### config.mk
export PLATFORM = sky130hd
export DESIGN_NAME = uart_rx_frame
export DESIGN_NICKNAME = d
export VERILOG_FILES = /design/src/rtl/uart_rx_frame.sv
export SDC_FILE = /design/constraint.sdc
export NUM_CORES = 1
export LEC_CHECK = 0
export ABC_CLOCK_PERIOD_IN_PS = 2300
export BUFFER_PORTS_ARGS = -buffer_cell sky130_fd_sc_hd__buf_2
export CORE_UTILIZATION = 52
export DETAILED_ROUTE_END_ITERATION = 16
export GPL_ROUTABILITY_DRIVEN = 0
export MAX_ROUTING_LAYER = met4
export PLACE_DENSITY_LB_ADDON = 0.15
export REMOVE_ABC_BUFFERS = 1
export SYNTH_ARGS = -nofsm -noshare
export SYNTH_HDL_FRONTEND = slang
export SYNTH_SLANG_ARGS = --single-unit
### constraint.sdc
create_clock -name HCLK -period 2.3 [get_ports HCLK]
set_input_delay 0.46 -clock HCLK [delete_from_list [all_inputs] [get_ports HCLK]]
set_output_delay 0.46 -clock HCLK [all_outputs]
set_load 0.03 [all_outputs]
### src/rtl/uart_rx_frame.sv
// uart_rx_frame: oversampling UART receiver with configurable width, parity and stop bits,
// presenting frames through a valid/ready holding register with parity/framing/overrun flags.
module uart_rx_frame #(
   parameter int DATA_WIDTH = 8,
   parameter int OVERSAMPLE = 16
) (
   input  logic                  HCLK,
   input  logic                  HRESETn,
   input  logic                  baud_tick,
   input  logic                  rxd,
   input  logic [1:0]            parity_mode,
   input  logic                  two_stop,
   input  logic                  rx_ready,
   input  logic                  clr_overrun,
   output logic [DATA_WIDTH-1:0] rx_data,
   output logic                  rx_valid,
   output logic                  PARITYERR,
   output logic                  FRAMEERR,
   output logic                  OVERRUNERR,
   output logic                  busy
);
   localparam int CW = $clog2(OVERSAMPLE);
   localparam int BW = $clog2(DATA_WIDTH);

   typedef enum logic [2:0] {IDLE, START, DATA, PARITY, STOP1, STOP2, WAIT_HIGH} state_t;

   state_t                r_state, w_next;
   logic                  r_sync1, r_sync2;
   logic [CW-1:0]         r_cnt;
   logic [BW-1:0]         r_bitn;
   logic [DATA_WIDTH-1:0] r_shift, r_rx_data;
   logic [1:0]            r_mode;
   logic                  r_two, r_perr, r_ferr;
   logic                  r_rx_valid, r_perr_o, r_ferr_o, r_ovr;
   logic                  w_smp, w_done, w_load, w_perr;

   always_ff @(posedge HCLK or negedge HRESETn) begin
      if (!HRESETn) r_state <= IDLE;
      else          r_state <= w_next;
   end

   always_comb begin
      w_next = r_state;
      case (r_state)
         IDLE:      if (baud_tick && !r_sync2) w_next = START;
         START:     if (w_smp) w_next = r_sync2 ? IDLE : DATA;
         DATA:      if (w_smp && r_bitn == BW'(DATA_WIDTH - 1)) w_next = (r_mode != 2'b00) ? PARITY : STOP1;
         PARITY:    if (w_smp) w_next = STOP1;
         STOP1:     if (w_smp) w_next = r_two ? STOP2 : (r_sync2 ? IDLE : WAIT_HIGH);
         STOP2:     if (w_smp) w_next = r_sync2 ? IDLE : WAIT_HIGH;
         WAIT_HIGH: if (r_sync2) w_next = IDLE;
         default:   w_next = IDLE;
      endcase
   end

   // The start bit is sampled half a bit in; every later sample lands on a bit centre.
   always_comb begin
      w_smp  = baud_tick && ((r_state == START) ? (r_cnt == CW'(OVERSAMPLE / 2 - 1))
                                                : (r_cnt == CW'(OVERSAMPLE - 1)));
      w_done = w_smp && (r_state == STOP2 || (r_state == STOP1 && !r_two));
      w_load = w_done && (!r_rx_valid || rx_ready);
      w_perr = (r_mode == 2'b01) ? (r_sync2 != ^r_shift) :
               (r_mode == 2'b10) ? (r_sync2 != ~^r_shift) :
               (r_mode == 2'b11) ? !r_sync2 : 1'b0;
      busy   = r_state != IDLE;
   end

   always_ff @(posedge HCLK or negedge HRESETn) begin
      if (!HRESETn) begin
         r_sync1    <= 1'b1;
         r_sync2    <= 1'b1;
         r_cnt      <= '0;
         r_bitn     <= '0;
         r_shift    <= '0;
         r_mode     <= 2'b00;
         r_two      <= 1'b0;
         r_perr     <= 1'b0;
         r_ferr     <= 1'b0;
         r_rx_data  <= '0;
         r_rx_valid <= 1'b0;
         r_perr_o   <= 1'b0;
         r_ferr_o   <= 1'b0;
         r_ovr      <= 1'b0;
      end else begin
         r_sync1 <= rxd;
         r_sync2 <= r_sync1;
         if (r_state == IDLE) begin
            r_cnt  <= '0;
            r_bitn <= '0;
            r_perr <= 1'b0;
            r_ferr <= 1'b0;
            if (baud_tick && !r_sync2) begin
               r_mode <= parity_mode;
               r_two  <= two_stop;
            end
         end else if (baud_tick) begin
            r_cnt <= w_smp ? '0 : r_cnt + 1'b1;
            if (w_smp && r_state == DATA) begin
               r_shift <= {r_sync2, r_shift[DATA_WIDTH-1:1]};
               r_bitn  <= r_bitn + 1'b1;
            end
            if (w_smp && r_state == PARITY) r_perr <= w_perr;
            if (w_smp && (r_state == STOP1 || r_state == STOP2) && !r_sync2) r_ferr <= 1'b1;
         end
         if (w_load) begin
            r_rx_data  <= r_shift;
            r_perr_o   <= r_perr;
            r_ferr_o   <= r_ferr | !r_sync2;
            r_rx_valid <= 1'b1;
         end else if (r_rx_valid && rx_ready) begin
            r_rx_valid <= 1'b0;
         end
         if (w_done && !w_load) r_ovr <= 1'b1;
         else if (clr_overrun)  r_ovr <= 1'b0;
      end
   end

   assign rx_data    = r_rx_data;
   assign rx_valid   = r_rx_valid;
   assign PARITYERR  = r_perr_o;
   assign FRAMEERR   = r_ferr_o;
   assign OVERRUNERR = r_ovr;
endmodule

# --- After elaboration in Yosys (flattened, before gate mapping) ---
# Cells that the tools add are included.
op_classes:
  reduce_logical: 36
  n_eq_ne: 21
  add_sub_neg: 2
  bitwise_logic: 2
  muxes: 32
ops:
  columns: ["op", "n"]
  rows:
  - ["$mux 3", 13]
  - ["$pmux 3 s7", 1]
  - ["$mux 1", 14]
  - ["$reduce_bool 2->1", 7]
  - ["$eq 3x3->1 const B", 4]
  - ["$logic_and 1x1->1", 12]
  - ["$mux 4", 3]
  - ["$ne 2x2->1 const B", 6]
  - ["$reduce_and 2->1", 4]
  - ["$reduce_xnor 8->1", 1]
  - ["$reduce_xor 8->1", 1]
  - ["$reduce_and 7->1", 1]
  - ["$eq 3x2->1 const B", 2]
  - ["$add 4x1->4 const B", 1]
  - ["$eq 2x2->1 const B", 2]
  - ["$eq 4x3->1 const B", 1]
  - ["$eq 4x4->1 const B", 1]
  - ["$logic_not 1->1", 4]
  - ["$add 3x1->3 const B", 1]
  - ["$eq 3x1->1 const B", 1]
  - ["$logic_not 3->1", 1]
  - ["$logic_or 1x1->1", 3]
  - ["$reduce_and 3->1", 1]
  - ["$reduce_bool 3->1", 1]
  - ["6 further kinds", 7]
word_totals:
  out_inout_bits: 13
  ff_bits: 37

# --- Depth between registers and ports, before layout ---
depth:
  depth_word: 8
  ltp_mapped: 7
  ltp_nobuf: 6

# --- Worst setup path after synthesis ---
# No wires, ideal clock.
synth_path:
  path_type: "input port to flip-flop"
  startpoint: "input baud_tick"
  endpoint: "register r_shift[2]"
  stages: 5
  n_path_buf: 2
  setup_ps: 127
  path_slack_ps: 620
  arrival_ps: 1553
  path_cell_list: "buf_4 and4_4 nor3b_4 buf_6 mux2_1"
synth_between:
  elab_chain_cells: 3
synth_lines:
  columns: ["item", "line", "source"]
  rows:
  - ["start, declared", "9", "input logic baud_tick,"]
  - ["$logic_and 1x1->1", "58", "w_smp = baud_tick && ((r_state == START) ? (r_cnt == CW'(OVERSAMPLE / 2 - 1))"]
  - ["$logic_and 1x1->1", "98", "if (w_smp && r_state == DATA) begin"]
  - ["$reduce_and 3->1 (no line) *", null, null]
  - ["end signal, assigned", "99", "r_shift <= {r_sync2, r_shift[DATA_WIDTH-1:1]};"]
  - ["end, declared", "31", "logic [DATA_WIDTH-1:0] r_shift, r_rx_data;"]
# Every way passes the cells marked *; elsewhere a longest branch is shown, timed or not.
# A chain may end at the register's enable or synchronous reset.

# --- Worst setup path in the final report ---
layout_path:
  startpoint: "register r_state[1]"
  endpoint: "output busy"
layout_between:
  elab_chain_cells: 1
layout_lines:
  columns: ["item", "line", "source"]
  rows:
  - ["start, declared", "27", "state_t r_state, w_next;"]
  - ["start signal, assigned", "39", "else r_state <= w_next;"]
  - ["$reduce_bool 3->1", "65", "busy = r_state != IDLE;"]
  - ["end, declared", "20", "output logic busy"]
# Every way passes these cells.

==> results.yml <==
setup_path:
  worstPathBufferInverterCount: 3
  worstSetupPathType: "flip-flop to primary output"
  crit_arrival_ps: 1620
  worst_setup_path_end_kind: "primary output"
  slowest_delay_ps: 500
  crit_slowest_cell: "dfrtp_1"
  path_max_fanout: 9
  crit_family: "buffers and inverters"
  cp-start-kind: "flip-flop"
  r2r-start: "r_cnt[0]$_DFFE_PN0P_"
  cp-startpoint: "r_state[1]$_DFFE_PN0P_"
  cp_cell_sequence: "buf_4, nor3_4, inv_2, buf_2"
  cp_data_required_time_ps: 1840
clocking:
  postCtsSetupBuffers: 0
  htreeDepth: 2
  cts_tree: "done"
  cts_made_buffers: 5
  cts_resized: 0
  cts_sinks: 37
  cts.path.max_buffers: 2
  postCtsHoldBufs: 0
  worst_skew_pair.late_latency_ps: 340
  clk_pin_slew_ps: 110
  cts_root_buffer: "clkbuf_4"
floorplan:
  fp.dieW_um: 62.5
  die_area_mm2: 0.00390
  rows: 21
  die_h_um: 62.5
  initial_core_util_pct: 55.6
  ios: 22
  core_mm2: 0.00342
status:
  status: "finished, final reports clean"
route:
  drt_iter0_drc: 33
  vias: 1235
  drt_first_pass_iters: 4
  wl_um: 3220
  wl_per_cell_um: 14.0
  ant_nets: 0
  drcViolationCount: 0
  via_per_inst: 5.37
sta:
  min_period_ps: 2080
  tightest_slew_ps: 802
  slew_headroom_pct: 46.5
  period_share_pct: 90.4
  setup_viol: 0
  rsz0062_at_grt: "no"
  setup_ws_ps: 220
  final_hold_viol_count: 0
  fin_setup_tns_ps: 0
  timing.fmax_mhz: 481
  fin_worst_skew_ps: 11.9
  whs_ps: 193
  report.final.slew_viol_count: 0
synthesis:
  netlist.area_leader.share_pct: 46.1
  synth_area_mm2: 0.00190
  synth_cells: 158
  ys_seq_area_share_pct: 48.8
  ys_types: 49
  yosysMostFrequentCell: "dfrtp_1"
  yosysWarnings: 0
  synth_seq_cells: 37
  synth_edf_count: 0
  syn_area_per_cell_um2: 12.0
  synth_ff_type: "dfrtp_1"
  async_reset_ff_share_pct: 100
  synth.largest_area_cell: "dfrtp_1"
  synthTopCellsByArea: "dfrtp_1, mux2_2, xnor2_1, mux2_4, mux2_1"
  netlist_top_cells_count: "dfrtp_1, mux2_2, nand2_1"
grt:
  antenna_found_initial: 0
  grt_max_degree: 38
  grt_overflow: 0
  track_usage_pct: 19.3
  grt_pass1_vias: 1258
  grt_pass1_wl_um: 5660
place:
  dpl_worst_slack_ps: 401
  post_dp_cell_area_mm2: 0.00203
  dp_hpwl_um: 2370
  portBuffers: 21
worst_hold_path:
  min_path_type: "input pin to async pin"
layout:
  postLayoutCellArea_mm2: 0.00209
  nets: 195
  diodes: 0
  syn2layout_area_growth_pct: 10.2
  drive_gt1_share_pct: 35.3
  utilization_pct: 61.3
run:
  maxCapViolations: 0
power:
  peakVddDrop_uv: 647
  p_leak_nw: 1.03
  power_density_mw_per_mm2: 896
-- where the power goes --
| group | switching (mW) | internal, mW |
|---|---|---|
| logic | 0.336 | 0.320 |
| registers | 0.125 | 0.733 |
| clock network | 0.213 | 0.150 |
| total | 0.674 | 1.20 |
-- layout by cell type, fill, tap and decap left out, types with 2 or more instances in the layout --
| master | synthesis | layout |
|---|---|---|
| nand3_1 | 3 | 3 |
| ha_1 | 3 | 3 |
| nand2_1 | 12 | 12 |
| a31oi_1 | 3 | 3 |
| mux2i_1 | 3 | 3 |
| nor2b_2 | 2 | 2 |
| xnor2_1 | 10 | 10 |
| clkbuf_4 | 0 | 5 |
| o31ai_1 | 2 | 2 |
| inv_1 | 5 | 5 |
| mux2_4 | 4 | 4 |
| nor2b_1 | 2 | 2 |
| o21ai_0 | 3 | 3 |
| nor2_1 | 5 | 5 |
| mux2_1 | 5 | 5 |
| o2bb2ai_1 | 2 | 2 |
| nand2b_1 | 5 | 5 |
| dfstp_2 | 2 | 2 |
| nand3b_1 | 2 | 2 |
| dfrtp_1 | 35 | 35 |
| nor3b_4 | 2 | 2 |
| buf_4 | 3 | 4 |
| o21ai_1 | 2 | 2 |
| buf_2 | 1 | 21 |
| a21oi_1 | 4 | 4 |
| mux2_2 | 12 | 12 |
-- metrics by stage --
| stage | total power [mW] | std cells |
|---|---|---|
| after floorplan | 1.36 | 151 |
| after global placement | 1.50 | 222 |
| after detailed placement | 1.53 | 222 |
| after CTS | 1.89 | 230 |
| after global routing | 2.01 | 230 |
| final | 1.88 | 230 |
-- layout make-up --
| cell class | instances | area, um^2 |
|---|---|---|
| fill | 296 | 1320 |
| sequential | 37 | 928 |
| tap | 46 | 57.6 |
| multi-input combinational | 108 | 888 |
| timing repair buffer | 25 | 135 |
| inverter | 6 | 22.5 |
| clock inverter | 1 | 7.51 |
| clock buffer | 7 | 55.1 |
-- worst reg2reg max path: cells and delay by family (launching register included) --
family | cells | cell delay [ps]
DFF | 1 | 390
muxes | 1 | 390
and+or+nand+nor | 2 | 730
adders and majority gates | 1 | 200
-- sequential cells by signal, indices dropped and copies added (netlist names), 2 cells and up --
name,cells
r_shift,8
rx_data,8
r_cnt,4
r_state,3
r_bitn,3
r_mode,2
-- cell families after synthesis --
family | Yosys count | synth area share, %
buf+inv | 13 | 4.41
flops | 37 | 48.8
simple gates | 44 | 15.2
compound gates | 26 | 9.68
xor+xnor | 11 | 5.07
fa+ha+maj | 3 | 1.98
mux | 24 | 14.8
-- per-layer routing --
layer | up-vias | share of wire (%) | global-route usage, %
met5 | - | 0 | -
met4 | 0 | 1.5 | 7.85
met3 | 6 | 3.3 | 5.84
met2 | 22 | 49 | 31.0
met1 | 603 | 46 | 22.7
li1 | 604 | - | -
-- path summary, 6_finish.rpt --
path,endpoint,slack (ps),depth (start not counted)
max reg2reg,r_shift[7]$_DFFE_PN0P_,480,4
min in group HCLK,r_sync1$_DFF_PN1_,210,1
min,r_state[2]$_DFFE_PN0P_,190,1
min reg2reg,r_sync2$_DFF_PN1_,360,0
max in group asynchronous,r_ferr$_DFFE_PN0P_,1590,1
max,busy,220,4
Note: power is estimated with default switching activity, not from simulation.
